$ cat config.mk
export PLATFORM = sky130hd
export DESIGN_NAME = flasher_flick_arbiter
export DESIGN_NICKNAME = d
export VERILOG_FILES = /design/src/rtl/flasher_flick_arbiter.sv
export SDC_FILE = /design/constraint.sdc
export NUM_CORES = 1
export LEC_CHECK = 0
export ABC_AREA = 1
export CAP_MARGIN = 20
export CORE_UTILIZATION = 54
export DETAILED_ROUTE_END_ITERATION = 10
export GPL_TIMING_DRIVEN = 0
export HOLD_SLACK_MARGIN = 0.03
export PLACE_DENSITY = 0.84
export SYNTH_ARGS = -nofsm -noshare
export SYNTH_HDL_FRONTEND = slang
export SYNTH_SLANG_ARGS = --single-unit
$ cat constraint.sdc
create_clock -name clk -period 5 [get_ports clk]
set_clock_uncertainty 0.15 [all_clocks]
set_input_delay 0.75 -clock clk [delete_from_list [all_inputs] [get_ports clk]]
set_output_delay 0.75 -clock clk [all_outputs]
set_load 0.01 [all_outputs]
$ cat src/rtl/flasher_flick_arbiter.sv
// Round-robin owner arbitration for a single shared flasher. Issues one flick per grant,
// tracks the flasher until it is idle and dark, and aborts stalled runs with an err pulse.
module flasher_flick_arbiter #(
  parameter int         NREQ       = 4,
  parameter logic [3:0] IDLE_STATE = 4'd0,
  parameter int         START_WAIT = 4,
  parameter int         TIMEOUT    = 127
) (
  input  logic            clk,
  input  logic            reset,
  input  logic [NREQ-1:0] req,
  input  logic [3:0]      fl_state,
  input  logic [15:0]     fl_out,
  output logic            flick,
  output logic [NREQ-1:0] grant,
  output logic [NREQ-1:0] done,
  output logic            err,
  output logic            busy
);

  localparam int IW = (NREQ > 1) ? $clog2(NREQ) : 1;
  localparam int SW = $clog2(START_WAIT + 1);
  localparam int RW = $clog2(TIMEOUT + 1);
  localparam logic [SW-1:0] START_LAST = SW'(START_WAIT - 1);
  localparam logic [RW-1:0] RUN_LAST   = RW'(TIMEOUT - 1);
  localparam logic [RW-1:0] RUN_MAX    = RW'(TIMEOUT);
  localparam logic [IW-1:0] LAST_REQ   = IW'(NREQ - 1);

  typedef enum logic [2:0] {
    S_IDLE,
    S_FLICK,
    S_WAIT_START,
    S_RUN,
    S_DONE
  } state_t;

  state_t          state, state_next;
  logic [IW-1:0]   ptr, ptr_next;
  logic [IW-1:0]   owner, owner_next, owner_inc;
  logic [SW-1:0]   start_cnt, start_cnt_next;
  logic [RW-1:0]   run_cnt, run_cnt_next;
  logic [NREQ-1:0] grant_next, done_next;
  logic            flick_next, err_next, busy_next;
  logic            pick_found;
  logic [IW-1:0]   pick_idx;
  logic [IW:0]     cand;
  logic            fl_finished;

  assign owner_inc   = (owner == LAST_REQ) ? '0 : owner + IW'(1);
  assign fl_finished = (fl_state == IDLE_STATE) && (fl_out == 16'h0000);

  // First requester at or above the pointer, wrapping modulo NREQ.
  always_comb begin
    pick_found = 1'b0;
    pick_idx   = '0;
    cand       = '0;
    for (int k = 0; k < NREQ; k++) begin
      cand = {1'b0, ptr} + (IW+1)'(k);
      if (cand >= (IW+1)'(NREQ))
        cand = cand - (IW+1)'(NREQ);
      if (!pick_found && req[cand[IW-1:0]]) begin
        pick_found = 1'b1;
        pick_idx   = cand[IW-1:0];
      end
    end
  end

  always_comb begin
    state_next     = state;
    ptr_next       = ptr;
    owner_next     = owner;
    start_cnt_next = start_cnt;
    run_cnt_next   = run_cnt;
    grant_next     = grant;
    done_next      = '0;
    flick_next     = 1'b0;
    err_next       = 1'b0;

    case (state)
      S_IDLE: begin
        grant_next = '0;
        if (pick_found) begin
          state_next = S_FLICK;
          owner_next = pick_idx;
          grant_next = NREQ'(1) << pick_idx;
          flick_next = 1'b1;
        end
      end

      S_FLICK: begin
        state_next     = S_WAIT_START;
        start_cnt_next = '0;
      end

      S_WAIT_START: begin
        if (fl_state != IDLE_STATE) begin
          state_next   = S_RUN;
          run_cnt_next = '0;
        end else if (start_cnt >= START_LAST) begin
          state_next = S_IDLE;
          err_next   = 1'b1;
          grant_next = '0;
          ptr_next   = owner_inc;
        end else begin
          start_cnt_next = start_cnt + SW'(1);
        end
      end

      S_RUN: begin
        if (fl_finished) begin
          state_next = S_DONE;
          done_next  = grant;
        end else if (run_cnt >= RUN_LAST) begin
          state_next = S_IDLE;
          err_next   = 1'b1;
          grant_next = '0;
          ptr_next   = owner_inc;
        end else if (run_cnt != RUN_MAX) begin
          run_cnt_next = run_cnt + RW'(1);
        end
      end

      S_DONE: begin
        // Pointer advances past the owner even on the normal path so it cannot re-win immediately.
        state_next = S_IDLE;
        grant_next = '0;
        ptr_next   = owner_inc;
      end

      default: begin
        state_next = S_IDLE;
        grant_next = '0;
      end
    endcase

    busy_next = (state_next != S_IDLE);
  end

  always_ff @(posedge clk or negedge reset) begin
    if (!reset) begin
      state     <= S_IDLE;
      ptr       <= '0;
      owner     <= '0;
      start_cnt <= '0;
      run_cnt   <= '0;
      flick     <= 1'b0;
      grant     <= '0;
      done      <= '0;
      err       <= 1'b0;
      busy      <= 1'b0;
    end else begin
      state     <= state_next;
      ptr       <= ptr_next;
      owner     <= owner_next;
      start_cnt <= start_cnt_next;
      run_cnt   <= run_cnt_next;
      flick     <= flick_next;
      grant     <= grant_next;
      done      <= done_next;
      err       <= err_next;
      busy      <= busy_next;
    end
  end

endmodule

* After elaboration in Yosys (flattened, before gate mapping)
Index checks and enable logic that the tools add are counted. W data, S select, Z words.
Storage, ports and cells: flip-flop bits (word level) 28, input bits 26, output and inout port bits 11, logic and storage cells 121
Operators by class: add/sub/neg operators 10, $lt $le $gt $ge 10, equal/unequal tests 14, shift operators 1, muxes and demuxes 55, bitwise operators 1, reduce and logical (&&, ||, !) cells 20
Operator list (number):
- $mux W4 | 7
- $mux W7 | 4
- $mux W2 | 13
- $mux W3 | 7
- $logic_not A16 Y1 | 1
- $ne A2 B2 Y1 const B | 8
- $pmux W4 S4 | 1
- $reduce_and A5 Y1 | 3
- $mux W1 | 14
- $pmux W7 S2 | 1
- $lt A2 B3 Y1 const B | 4
- $pmux W3 S4 | 1
- $ge A3 B3 Y1 const B | 3
- $bmux W1 S2 | 4
- $sub A2 B1 Y2 const B | 4
- $add A7 B1 Y7 const B | 1
- $ge A7 B7 Y1 const B | 1
- $ne A7 B7 Y1 const B | 1
- $add A2 B2 Y3 const B | 2
- $eq A3 B2 Y1 const B | 2
- $pmux W2 S3 | 1
- $pmux W3 S2 | 1
- $reduce_bool A3 Y1 | 2
- $logic_and A1 B1 Y1 | 4
- 18 further kinds | 21

* Logic depth before layout (Yosys ltp)
Gate-level depths: netlist (run 1).
depth in word-level cells 17, gate-level depth with buffers 12, gate-level depth less buffers 12

* Worst setup path after synthesis (run 1)
OpenSTA, ideal clock, no wires.
path kind input port to flip-flop, start point input port req[3], end point register busy, library setup time 0.124 ns, arrival time 1.646 ns, data required time 4.726 ns, slack 3.080 ns, cell stages on the path 9, buffers on the path 0, path through inv_1 > nand2_1 > nand3_1 > nand2_4 > nor2_8 > nand3b_4 > nand2_4 > nand3_4 > or2_1
On the way: longest elaborated chain between the ends 15, elaborated cells on any way between the ends 21, those cells by class mux (14); reduce/logical (7)
RTL lines:
- start, declared | line 11 | input logic [NREQ-1:0] req,
- $bmux W1 S2 | line 61 | if (!pick_found && req[cand[IW-1:0]]) begin
- $mux W1 (implied by the code) | line 61
- $mux W1 | line 61
- $logic_not A1 Y1 | line 61
- $logic_and A1 B1 Y1 | line 61
- $mux W1 | line 61
- $logic_not A1 Y1 | line 61
- $logic_and A1 B1 Y1 | line 61
- $mux W1 | line 61
- $logic_not A1 Y1 | line 61
- $logic_and A1 B1 Y1 | line 61
- $mux W1 * | line 61
- $mux W3 * | line 82 | if (pick_found) begin
- $pmux W3 S4 * | line 79 | case (state)
- net state_next[0] | line 37 | state_t state, state_next;
- $reduce_bool A3 Y1 * | line 136 | busy_next = (state_next != S_IDLE);
- net busy_next | line 43 | logic flick_next, err_next, busy_next;
- end signal, assigned | line 161 | busy <= busy_next;
- end, declared | line 18 | output logic busy
Mark *: on every way through the listed nets, which the timed path passes. The rest lies on a longest branch. The select of a mux whose other input is x is not followed. A chain may end at the register's enable or synchronous reset.

* Final worst setup path (run 1)
start point register grant[2], end point output port grant[2]
RTL lines:
- start, declared | line 15 | output logic [NREQ-1:0] grant,
- start signal, assigned | line 158 | grant <= grant_next;
No word-level cell between the ends.

==> results of run 1 <==
==> where the power goes <==
part | switching (W) | total (W) | internal (W) | leakage (nW)
Combinational | 0.000365 | 0.000595 | 0.000230 | 0.685
Sequential | 0.0000499 | 0.000329 | 0.000280 | 0.368
Clock | 0.0000707 | 0.000152 | 0.0000812 | 0.0279
==> final cells by class <==
type | count | area [um^2] | area share
clock inverters | 1 | 30.0 | 0.0136
plain buffers | 1 | 11.3 | 0.00509
repair buffers | 37 | 388 | 0.175
multi-input cells | 171 | 913 | 0.413
well taps | 44 | 55.1 | 0.0249
clock buffers | 3 | 22.5 | 0.0102
flip-flops and latches | 28 | 701 | 0.317
inverters | 24 | 90.1 | 0.0407
==> metal layers <==
metal	vias up	part of all wire	global-route usage	wire [um]
li1	796	-	-	-
met1	664	0.46	0.267	1420
met2	35	0.49	0.365	1510
met3	5	0.038	0.0440	119
met4	0	0.015	0.0986	48
met5	-	0	0	0
==> cell families after synthesis <==
group	synth area share
and+or+nand+nor	0.400
AOI/OAI and AO/OA	0.0802
adders and majority gates	0.0365
xor gates and xnor gates	0.0153
buffers and inverters	0.0591
DFF	0.408
==> synthesized netlist by cell type <==
cell	count	area share
xor2_1	3	0.015
o211ai_2	1	0.0073
nand2_1	71	0.16
nand4_1	2	0.0073
nand2_4	3	0.020
nand3_1	18	0.053
nand3b_4	1	0.012
buf_6	1	0.0066
nor2_1	25	0.055
or2_1	1	0.0036
o21ai_4	1	0.0095
or2_2	3	0.011
nand3_4	1	0.010
nand3_2	2	0.012
dfrtp_1	28	0.41
nand2_2	7	0.026
inv_2	6	0.013
a31o_2	1	0.0051
nor2_4	1	0.0066
inv_1	18	0.039
a31oi_1	1	0.0036
o21ai_1	7	0.020
ha_1	5	0.036
a21boi_0	1	0.0044
nor2_2	4	0.015
nor2_8	1	0.012
nand3b_1	1	0.0044
o22ai_1	1	0.0036
a21oi_1	2	0.0058
o21ai_0	7	0.020
==> through the flow <==
step / worst slack, ns / hold WS, ns
finish: 2.80 / 0.381
global route: 2.76 / 0.393
CTS: 2.79 / 0.385
detailed placement: 2.52 / 0.351
global placement: 2.53 / 0.340
floorplan: 3.08 / 0.304
==> worst min path at each step <==
stage,start,end,slack (ns),cells past startpoint
after floorplan,reset,busy,0.30,0
after global placement,grant[2],grant[2],0.34,2
after detailed placement,start_cnt[2],start_cnt[2],0.35,2
after CTS,grant[1],done[1],0.39,2
after global routing,grant[1],done[1],0.39,2
final,owner[1],owner[1],0.38,2
==> state kept, by name, indices dropped and copies added, names as in the netlist <==
signal     cells
err            1
grant          4
run_cnt        7
ptr            2
flick          1
owner          2
state          3
done           4
start_cnt      3
busy           1
==> layout by cell type, fill, tap and decap left out <==
cell	instances
xor2_1	3
inv_2	6
nand3_2	2
buf_6	1
o21ai_4	1
dfrtp_1	28
nand2_2	7
nand3b_1	1
ha_1	5
nand4_1	2
o22ai_1	1
buf_16	1
clkdlybuf4s50_1	36
o211ai_2	1
a21boi_0	1
or2_1	1
nand2_4	3
clkbuf_4	3
o21ai_1	7
nand3_1	18
nand2_1	71
nand3_4	1
nor2_4	1
a31oi_1	1
nor2_2	4
a21oi_1	2
bufinv_16	1
nor2_1	25
inv_1	18
a31o_2	1
o21ai_0	7
nand3b_4	1
or2_2	3
nor2_8	1
==> qor.csv, run 1 <==
stage;metric;value;unit
detailed_routing;DR WL/cell;10.1;um
clock_tree;# resized after CTS;0;
setup_path;crit path launch;grant[2];
timing;Setup TNS;0;ns
cells_and_area;final core occ;0.730;
synth;Synth Warn #;0;
cells_and_area;fin area;0.00221;mm^2
clock_tree;H-tree depth;1;
synth;#FFs+latches synth;28;
setup_path;Arr. time, crit path;1.30;ns
synth;part of the Yosys area used for sequential elements;0.408;
setup_path;CP bufs+invs;1;
placement;DP Area;0.00216;mm^2
floorplanning;FP Rows;20;
placement;IO buf count;36;
timing;worst slew pin tran;0.507;ns
power;maximum VDD drop;249;uV
status;status;finished, final reports clean;
detailed_routing;DR pass1 iterations;4;
timing;RSZ-0062 raised after global routing;false;
timing;Final min period;2.20;ns
synth;Synth cell types;30;
clock_tree;Max clock buf depth;2;
global_routing;initial antenna violation count;0;
setup_path;end point of the critical path;grant[2];
detailed_routing;total number of vias;1500;
setup_path;critical-path cell list;clkdlybuf4s50_1;
detailed_routing;antenna-violating nets left;0;
global_routing;GRT Resource Usage Total;0.216;
detailed_routing;starting DRC count in detailed routing;43;
setup_path;Crit Path Class;flip-flop to output port;
detailed_routing;DRC;0;
cells_and_area;Fillers;235;
power;leakage;1.08;nW
setup_path;Worst Path Max Fanout;3;
synth;synthesized instance count;224;
global_routing;pin count of the biggest net entering global routing;21;
timing;fin. max-slew vios;0;
power;Pwr Density;487;mW/mm^2
detailed_routing;Post-Route WL;3110;um
synth;Net Count, Synth;255;
cells_and_area;share of layout cells above drive strength 1;0.143;
cells_and_area;non-filler cells, final;309;
setup_path;critical path depth;1;
setup_path;R2R setup slack;3.14;ns
setup_path;CP startpoint kind;flip-flop;
power;Design Power;0.00108;W
floorplanning;Chip Width;58.4;um
clock_tree;# Post-CTS Setup Buffers;0;
worst_hold_path;worst min-delay path category;flip-flop to flip-flop;
clock_tree;Clock Sinks;28;
setup_path;Worst path slowest cell;clkdlybuf4s50_1;
job;Max-Cap Viols;0;
placement;DP HPWL;2470;um
placement;GPL Wtd Cong;0.848;
clock_tree;Inserted Clock Buffers;3;
clock_tree;Reg clk slew, reported paths;0.16;ns
setup_path;worst-case reg-to-reg path depth;10;
floorplanning;# IOs;37;
global_routing;number of global-route vias before repair;1413;
synth;Post-Syn Area;0.00172;mm^2
setup_path;Crit path largest cell delay;0.55;ns
timing;period utilization;0.441;
floorplanning;area of the die;0.00341;mm^2
clock_tree;worst skew pair latency;0.34;ns
floorplanning;Initial Util;0.567;
setup_path;Top Family by Delay on Critical Path;buffers and inverters;
setup_path;Worst R2R End;busy;
placement;cell count after placement;305;
timing;Fmax;0.454;GHz
global_routing;first-pass GRT wire length;5670;um
floorplanning;core footprint;0.00303;mm^2
clock_tree;TritonCTS clock tree;built;
cells_and_area;nets;297;
global_routing;gr ovfl total;0;
setup_path;crit end category;output port;
synth;mean post-synth cell area;7.66;um^2
floorplanning;die height;58.4;um
setup_path;required time of the critical path;4.10;ns
cells_and_area;diodes inserted;0;
cells_and_area;Syn-to-layout area delta;28.9;%
timing;Hold Vio Cnt, Final;0;
timing;Slew Limit Headroom;0.661;
setup_path;Critical R2R Launch;start_cnt[0];
clock_tree;Root Driver;clkbuf_4;
timing;Setup-failing EPs final;0;
clock_tree;hold-fix buffer count after cts;0;
detailed_routing;Via-to-Cell Ratio;4.85;
Note: power is estimated with default switching activity, not from simulation.
==> inputs of run 2 (changes only) <==
CORE_UTILIZATION = 46   (was 54)
PLACE_DENSITY = 0.76   (was 0.84)
clock period = 1.8 ns   (was 5 ns; I/O delays follow)
==> qor.csv, run 2 (same netlist as run 1, synthesis figures left out) <==
stage;metric;value;unit;change
status;status;finished, final reports clean;;unchanged
global_routing;initial antenna violation count;0;;unchanged
global_routing;gr ovfl total;0;;unchanged
global_routing;GRT Resource Usage Total;0.182;;was 0.216
cells_and_area;share of layout cells above drive strength 1;0.251;;was 0.143
detailed_routing;DR pass1 iterations;4;;unchanged
setup_path;required time of the critical path;1.82;ns;was 4.10 ns
power;leakage;1.14;nW;was 1.08 nW
placement;dpl ws;-0.234;ns;was 2.52 ns
setup_path;Critical R2R Launch;ptr[0];;was start_cnt[0]
clock_tree;Inserted Clock Buffers;3;;unchanged
detailed_routing;Via-to-Cell Ratio;4.90;;was 4.85
detailed_routing;DR WL/cell;10.9;um;was 10.1 um
cells_and_area;diodes inserted;0;;unchanged
detailed_routing;starting DRC count in detailed routing;49;;was 43
cells_and_area;nets;307;;was 297
setup_path;crit end category;flip-flop;;was output port
cells_and_area;largest reg by FF count;run_cnt;;unchanged
timing;PnR worst setup slack;0.0454;ns;was 2.80 ns
floorplanning;FP Rows;21;;was 20
clock_tree;worst skew pair latency;0.28;ns;was 0.34 ns
placement;DP HPWL;2620;um;was 2470 um
timing;Final min period;1.75;ns;
timing;worst slew pin tran;0.551;ns;was 0.507 ns
power;Pwr Density;1400;mW/mm^2;was 487 mW/mm^2
cells_and_area;leading cell type in the layout, fill and taps excluded;nand2_1;;unchanged
placement;GPL Wtd Cong;0.827;;was 0.848
clock_tree;Clock Sinks;28;;unchanged
floorplanning;core footprint;0.00344;mm^2;was 0.00303 mm^2
global_routing;first-pass GRT wire length;5660;um;was 5670 um
power;maximum VDD drop;487;uV;was 249 uV
timing;Setup-failing EPs final;0;;unchanged
clock_tree;Reg clk slew, reported paths;0.09;ns;was 0.16 ns
global_routing;number of global-route vias before repair;1399;;was 1413
floorplanning;die height;63.1;um;was 58.4 um
clock_tree;hold-fix buffer count after cts;0;;unchanged
cells_and_area;most frequent cells in the layout;64 x nand2_1, 36 x clkdlybuf4s50_1, 24 x dfrtp_1;;was 71 x nand2_1, 36 x clkdlybuf4s50_1, 28 x dfrtp_1
global_routing;pin count of the biggest net entering global routing;21;;unchanged
detailed_routing;antenna-violating nets left;0;;unchanged
floorplanning;area of the die;0.00398;mm^2;was 0.00341 mm^2
clock_tree;Max clock buf depth;2;;unchanged
floorplanning;# IOs;37;;unchanged
cells_and_area;Largest regs;run_cnt x7, done x4, grant x4;;unchanged
worst_hold_path;worst min-delay path category;input port to async pin;;was flip-flop to flip-flop
power;Design Power;0.00336;W;was 0.00108 W
timing;fin. max-slew vios;0;;unchanged
placement;IO buf count;36;;unchanged
floorplanning;Initial Util;0.498;;was 0.567
setup_path;CP startpoint kind;flip-flop;;unchanged
clock_tree;Root Driver;clkbuf_8;;was clkbuf_4
setup_path;Arr. time, crit path;1.77;ns;was 1.30 ns
clock_tree;H-tree depth;1;;unchanged
timing;Slew Limit Headroom;0.632;;was 0.661
setup_path;Crit Path Class;flip-flop to flip-flop;;was flip-flop to output port
cells_and_area;max reg flops;7;;unchanged
setup_path;Worst Path Max Fanout;7;;was 3
job;Max-Cap Viols;0;;unchanged
timing;RSZ-0062 raised after global routing;true;;was false
cells_and_area;Syn-to-layout area delta;39.3;%;was 28.9%
timing;Hold Vio Cnt, Final;0;;unchanged
floorplanning;Chip Width;63.1;um;was 58.4 um
detailed_routing;total number of vias;1572;;was 1500
setup_path;crit path launch;ptr[0];;was grant[2]
timing;period utilization;0.975;;
clock_tree;TritonCTS clock tree;built;;unchanged
detailed_routing;Post-Route WL;3510;um;was 3110 um
timing;Fmax;0.570;GHz;
detailed_routing;DRC;0;;unchanged
-- run 2: cell count changes in the layout (fill, tap and decap cells not counted), moves of 3 or more --
cell / before / now
nand3_2: 2 / 6
nand3_1: 18 / 14
dfrtp_1: 28 / 24
buf_4: 0 / 8
dfrtp_2: 0 / 4
clkbuf_8: 0 / 3
nand2_1: 71 / 64
nand2_2: 7 / 14
clkbuf_4: 3 / 0
-- run 2: where the power goes --
| part | internal [W] | switching (W) |
|---|---|---|
| logic | 0.000791 | 0.00113 |
| registers | 0.000784 | 0.000155 |
| clock network | 0.000298 | 0.000199 |
| total | 0.00187 | 0.00148 |
-- run 2: layout make-up --
cell class                 instances  area [um^2]
buffer                             1         11.3
clock buffer                       3         41.3
clock inverter                     1         30.0
fill                             284         1050
inverter                          24         90.1
multi-input combinational        171          990
sequential                        28          706
tap                               46         57.6
timing repair buffer              47          464
-- run 2: final timing paths --
path	to	cells past startpoint	slack, ns
min	start_cnt[2]	1	0.19
min in group clk	grant[2]	2	0.36
min reg2reg	grant[2]	2	0.36
max reg2reg	busy	9	0.05
max in group asynchronous	run_cnt[1]	2	0.82
max	busy	9	0.05
-- run 2: per-stage QoR --
step	hold slack (ns)	setup TNS [ns]	cells	utilization	area, um^2
6_report	0.191	0	321	0.694	2390
5_1_grt	0.204	-0.176	321	0.694	2390
4_1_cts	0.193	0	313	0.654	2250
3_5_place_dp	0.348	-1.93	307	0.628	2160
3_3_place_gp	0.342	-5.01	306	0.620	2130
2_1_floorplan	-0.176	0	224	-	1720
-- run 2: layer usage --
layer,vias to the layer above,global-route usage,routed length (um)
li1,817,-,-
met1,705,0.218,1530
met2,45,0.319,1780
met3,5,0.0362,152
met4,0,0.0698,51
met5,-,0,0
-- run 2: worst max-delay path, stage by stage, from the launching register on --
cell	delay (ns)
dfrtp_1	0.42
buf_2	0.20
nand2_4	0.06
nand3_2	0.09
nand2_4	0.08
nor2_8	0.15
nand3b_4	0.11
nand2_8	0.10
nand3_4	0.06
or2_1	0.22
-- run 2: what timing repair did --
action,in CTS,in global routing
pin swaps,0,7
resized for setup,1,26
setup buffers,2,7
endpoints found under the setup margin,2,17
gates cloned,0,1
==> RTL edit 1 (config.mk and constraints of run 2) <==
Set the parameter `NREQ` to 2 (it was 4).
--- a/src/rtl/flasher_flick_arbiter.sv
+++ b/src/rtl/flasher_flick_arbiter.sv
@@ -2,5 +2,5 @@
 // tracks the flasher until it is idle and dark, and aborts stalled runs with an err pulse.
 module flasher_flick_arbiter #(
-  parameter int         NREQ       = 4,
+  parameter int         NREQ       = 2,
   parameter logic [3:0] IDLE_STATE = 4'd0,
   parameter int         START_WAIT = 4,
Ports: changed (resized done, grant and req); port bits go from 37 to 31. The function was not compared with the original's and may differ.
==> RTL edit 1 against run 2 <==
- non-clock buffer count fell by 15
- core utilization is 4.7 points lower
- sequential cell count down 6
- sequential share of layout area increased by 1.1 points
- routed wire length down 19%
- worst setup slack gained 27 ps
- design area decreased by 25%
- synthesized area down 21%
- count of clock-buffer cells in the layout stayed put
- critical path depth increased by 2
- critical path type unchanged
- highest routed layer unchanged
Power is not compared: it rests on default switching activity, and its combinational part moved more than twofold at a synthesized area within 25%.
==> RTL edit 1: results (changes against run 2) <==
status: "completed"
ys_seq_area_share_pct: 40.4  # -0.40 points
grt_max_degree: 23  # +9.5%
clk_latency_ps: 310  # +30 ps
path_max_fanout: 4  # -3
hpwl_um: 2230  # -15%
startpoint: "start_cnt[0]"
via_count: 1274  # -19%
cts-root-buf: "clkbuf_4"
synth.area.top_cells: "dfrtp_1 (40%), nand2_1 (18%), nor2_1 (6.6%)"
finalHoldWorstSlack_ps: 53.4  # -138 ps
synth_commonest_cells: "nand2_1 (65), nor2_1 (24), dfrtp_1 (22)"
dr.first_iter.drc_count: 36  # -27%
drive_above_1_share_pct: 13.4  # -12 points
grt_pass1_vias: 1243  # -11%
gp_congestion: 0.893  # +7.9%
syn_inst: 188  # -16%
endpoint: "grant[1]"
synth_fp_nets: 216  # -15%
postCtsSetupBuffers: 0  # -2
clk_pin_slew_ps: 130  # +40 ps
synth-compound-area-share_pct: 3.49  # -4.5 points
r2r_slack_ps: 70  # +30 ps
post-place-ws_ps: -59.4  # +175 ps
track_usage_pct: 19.0  # +0.83 points
wl_per_cell_um: 11.2  # +2.1%
routed_via_density: 5.00  # +2.0%
cts_resized: 0  # -1
place_inst: 249  # -19%
top_regs: "run_cnt x7, start_cnt x3, state x3"
rr_worst_depth: 11  # +2
synth_xor_area_share_pct: 1.29  # -0.24 points
post_synth_num_cell_types: 21  # -30%
slew_headroom_pct: 78.1  # +15 points
grt_pass1_wl_um: 4840  # -15%
portBuffers: 30  # -17%
n_fill_cell: 238  # -16%
## RTL edit 1: changes by cell type after synthesis, moves of 2 or more
| cell | before | now |
|---|---|---|
| a21oi_1 | 2 | 0 |
| clkinv_1 | 0 | 2 |
| dfrtp_1 | 28 | 22 |
| inv_1 | 18 | 20 |
| nand2_1 | 71 | 65 |
| nand3_1 | 18 | 15 |
| nand3_2 | 2 | 0 |
| nor2_4 | 1 | 3 |
| o21ai_0 | 7 | 3 |
| o21ai_1 | 7 | 5 |
| or2_2 | 3 | 0 |
## RTL edit 1: logic make-up (layout without fill, tap and decap cells)
logic type / after synthesis / count (layout)
buf+inv: 28 / 64
simple gates: 123 / 123
compound gates: 9 / 9
flops: 22 / 22
xor+xnor: 2 / 2
fa+ha+maj: 4 / 4
## RTL edit 1: power groups by stage
stage                     Sequential, mW  Combinational [mW]  Clock (mW)
after floorplan                    0.689               0.555           0
after global placement             0.686               0.768           0
after detailed placement           0.692               0.793           0
after CTS                          0.683               0.801       0.388
after global routing               0.697               0.939       0.413
final                              0.688               0.843       0.386
## RTL edit 1: cell type report
| type | instances | area [sq um] | area share [%] |
|---|---|---|---|
| inverters | 27 | 101 | 5.62 |
| repair buffers | 32 | 348 | 19.3 |
| well taps | 31 | 38.8 | 2.15 |
| flip-flops and latches | 22 | 552 | 30.6 |
| clock inverters | 1 | 30.0 | 1.67 |
| clock buffers | 3 | 22.5 | 1.25 |
| plain buffers | 1 | 11.3 | 0.625 |
| multi-input cells | 138 | 698 | 38.7 |
## RTL edit 1: per-layer routing
metal	up-vias	wire length (um)	track usage [%]
li1	644	-	-
met1	590	1200	21.5
met4	0	42	5.92
met3	8	101	2.53
met2	32	1510	36.6
met5	-	0	0
==> RTL edit 2 (settings of run 2) <==
Without the edit above. Encoding of `state_t`: now Gray code (3 bits for 5 states).
--- a/src/rtl/flasher_flick_arbiter.sv
+++ b/src/rtl/flasher_flick_arbiter.sv
@@ -28,9 +28,9 @@
 
   typedef enum logic [2:0] {
-    S_IDLE,
-    S_FLICK,
-    S_WAIT_START,
-    S_RUN,
-    S_DONE
+    S_IDLE       = 3'b000,
+    S_FLICK      = 3'b001,
+    S_WAIT_START = 3'b011,
+    S_RUN        = 3'b010,
+    S_DONE       = 3'b110
   } state_t;
 
Function: same outputs for any inputs over 10 cycles, from zero or initial values and one cycle with reset low; not proved beyond that.
==> RTL edit 2 against run 2 <==
- the flow now finishes with violations (setup timing)
- worst setup slack lost 110 ps
- cell count is 1.9% higher
- global-route usage up 1.1 points
- total power down 5.0%
- design area shrank 3.1%
- sequential cell count stayed put
- synthesized area decreased by 2.3%
- routed wire length fell by 4.3%
- critical path type unchanged
- critical endpoint is now run_cnt[3]
==> RTL edit 2: results (changes against run 2) <==
status: "finished, violations left"
violations: "setup timing"
powerComb_mw: 1.87  # -3%
grt.met1_usage_pct: 24.1  # +2.3 points
wl_met3_um: 133  # -13%
drt_pass1_iterations: 6  # +2
seq_area_share_pct: 30.3  # +0.80 points
clk_latency_ps: 330  # +50 ps
grt_pass1_wl_um: 6020  # +6.5%
grt_pass1_vias: 1502  # +7.4%
tns_ps: -314  # -314 ps
met2_usage_pct: 33.7  # +1.8 points
postPlaceCellArea_sq_um: 2110  # -2.4%
clk_share_pct: 2.27  # -0.71 points
leakagePower_nw: 1.12  # -2.3%
n_fill_cell: 301  # +6.0%
clk_pin_slew_ps: 150  # +60 ps
die_w_um: 62.4  # -1.1%
setup_viol: 7  # +7
hpwl_um: 2500  # -4.3%
multi_input_area_share_pct: 41.5  # +0.10 points
intPower_mw: 1.80  # -4.1%
drive_above_1_share_pct: 20.6  # -4.5 points
met2_length_um: 1680  # -5.4%
postLayoutSetupSlackWorst_ps: -64.8  # -110 ps
track_usage_pct: 19.3  # +1.1 points
synth.area.top_cells: "dfrtp_1 (42%), nand2_1 (19%), nor2_1 (7.6%)"
drt-met1-wl_um: 1490  # -2.8%
multi_input_area_sq_um: 961  # -2.9%
inv_count: 20  # -17%
comb.multi_input.count: 181  # +5.8%
seq_cells: 28  # unchanged
grt_max_degree: 17  # -19%
==> RTL edit 2: path summary, 6_finish.rpt <==
path                          start          to  slack [ps]  cells after the start
max in group asynchronous     reset      ptr[0]         800                      2
setup reg to reg           state[0]  run_cnt[3]         -60                      8
setup / recovery           state[0]  run_cnt[3]         -60                      8
hold / removal                reset       flick         180                      1
hold reg to reg            owner[1]    owner[1]         370                      2
min in group clk           owner[1]    owner[1]         370                      2
==> RTL edit 2: kinds of logic (layout without fill, tap and decap cells) <==
| group | Yosys count | count (layout) | synth area share [%] |
|---|---|---|---|
| simple gates | 158 | 158 | 41.5 |
| flops | 28 | 28 | 41.8 |
| buf+inv | 22 | 72 | 5.23 |
| compound gates | 12 | 12 | 4.48 |
| fa+ha+maj | 5 | 5 | 3.73 |
| xor+xnor | 5 | 5 | 2.61 |
| mux | 1 | 1 | 0.597 |
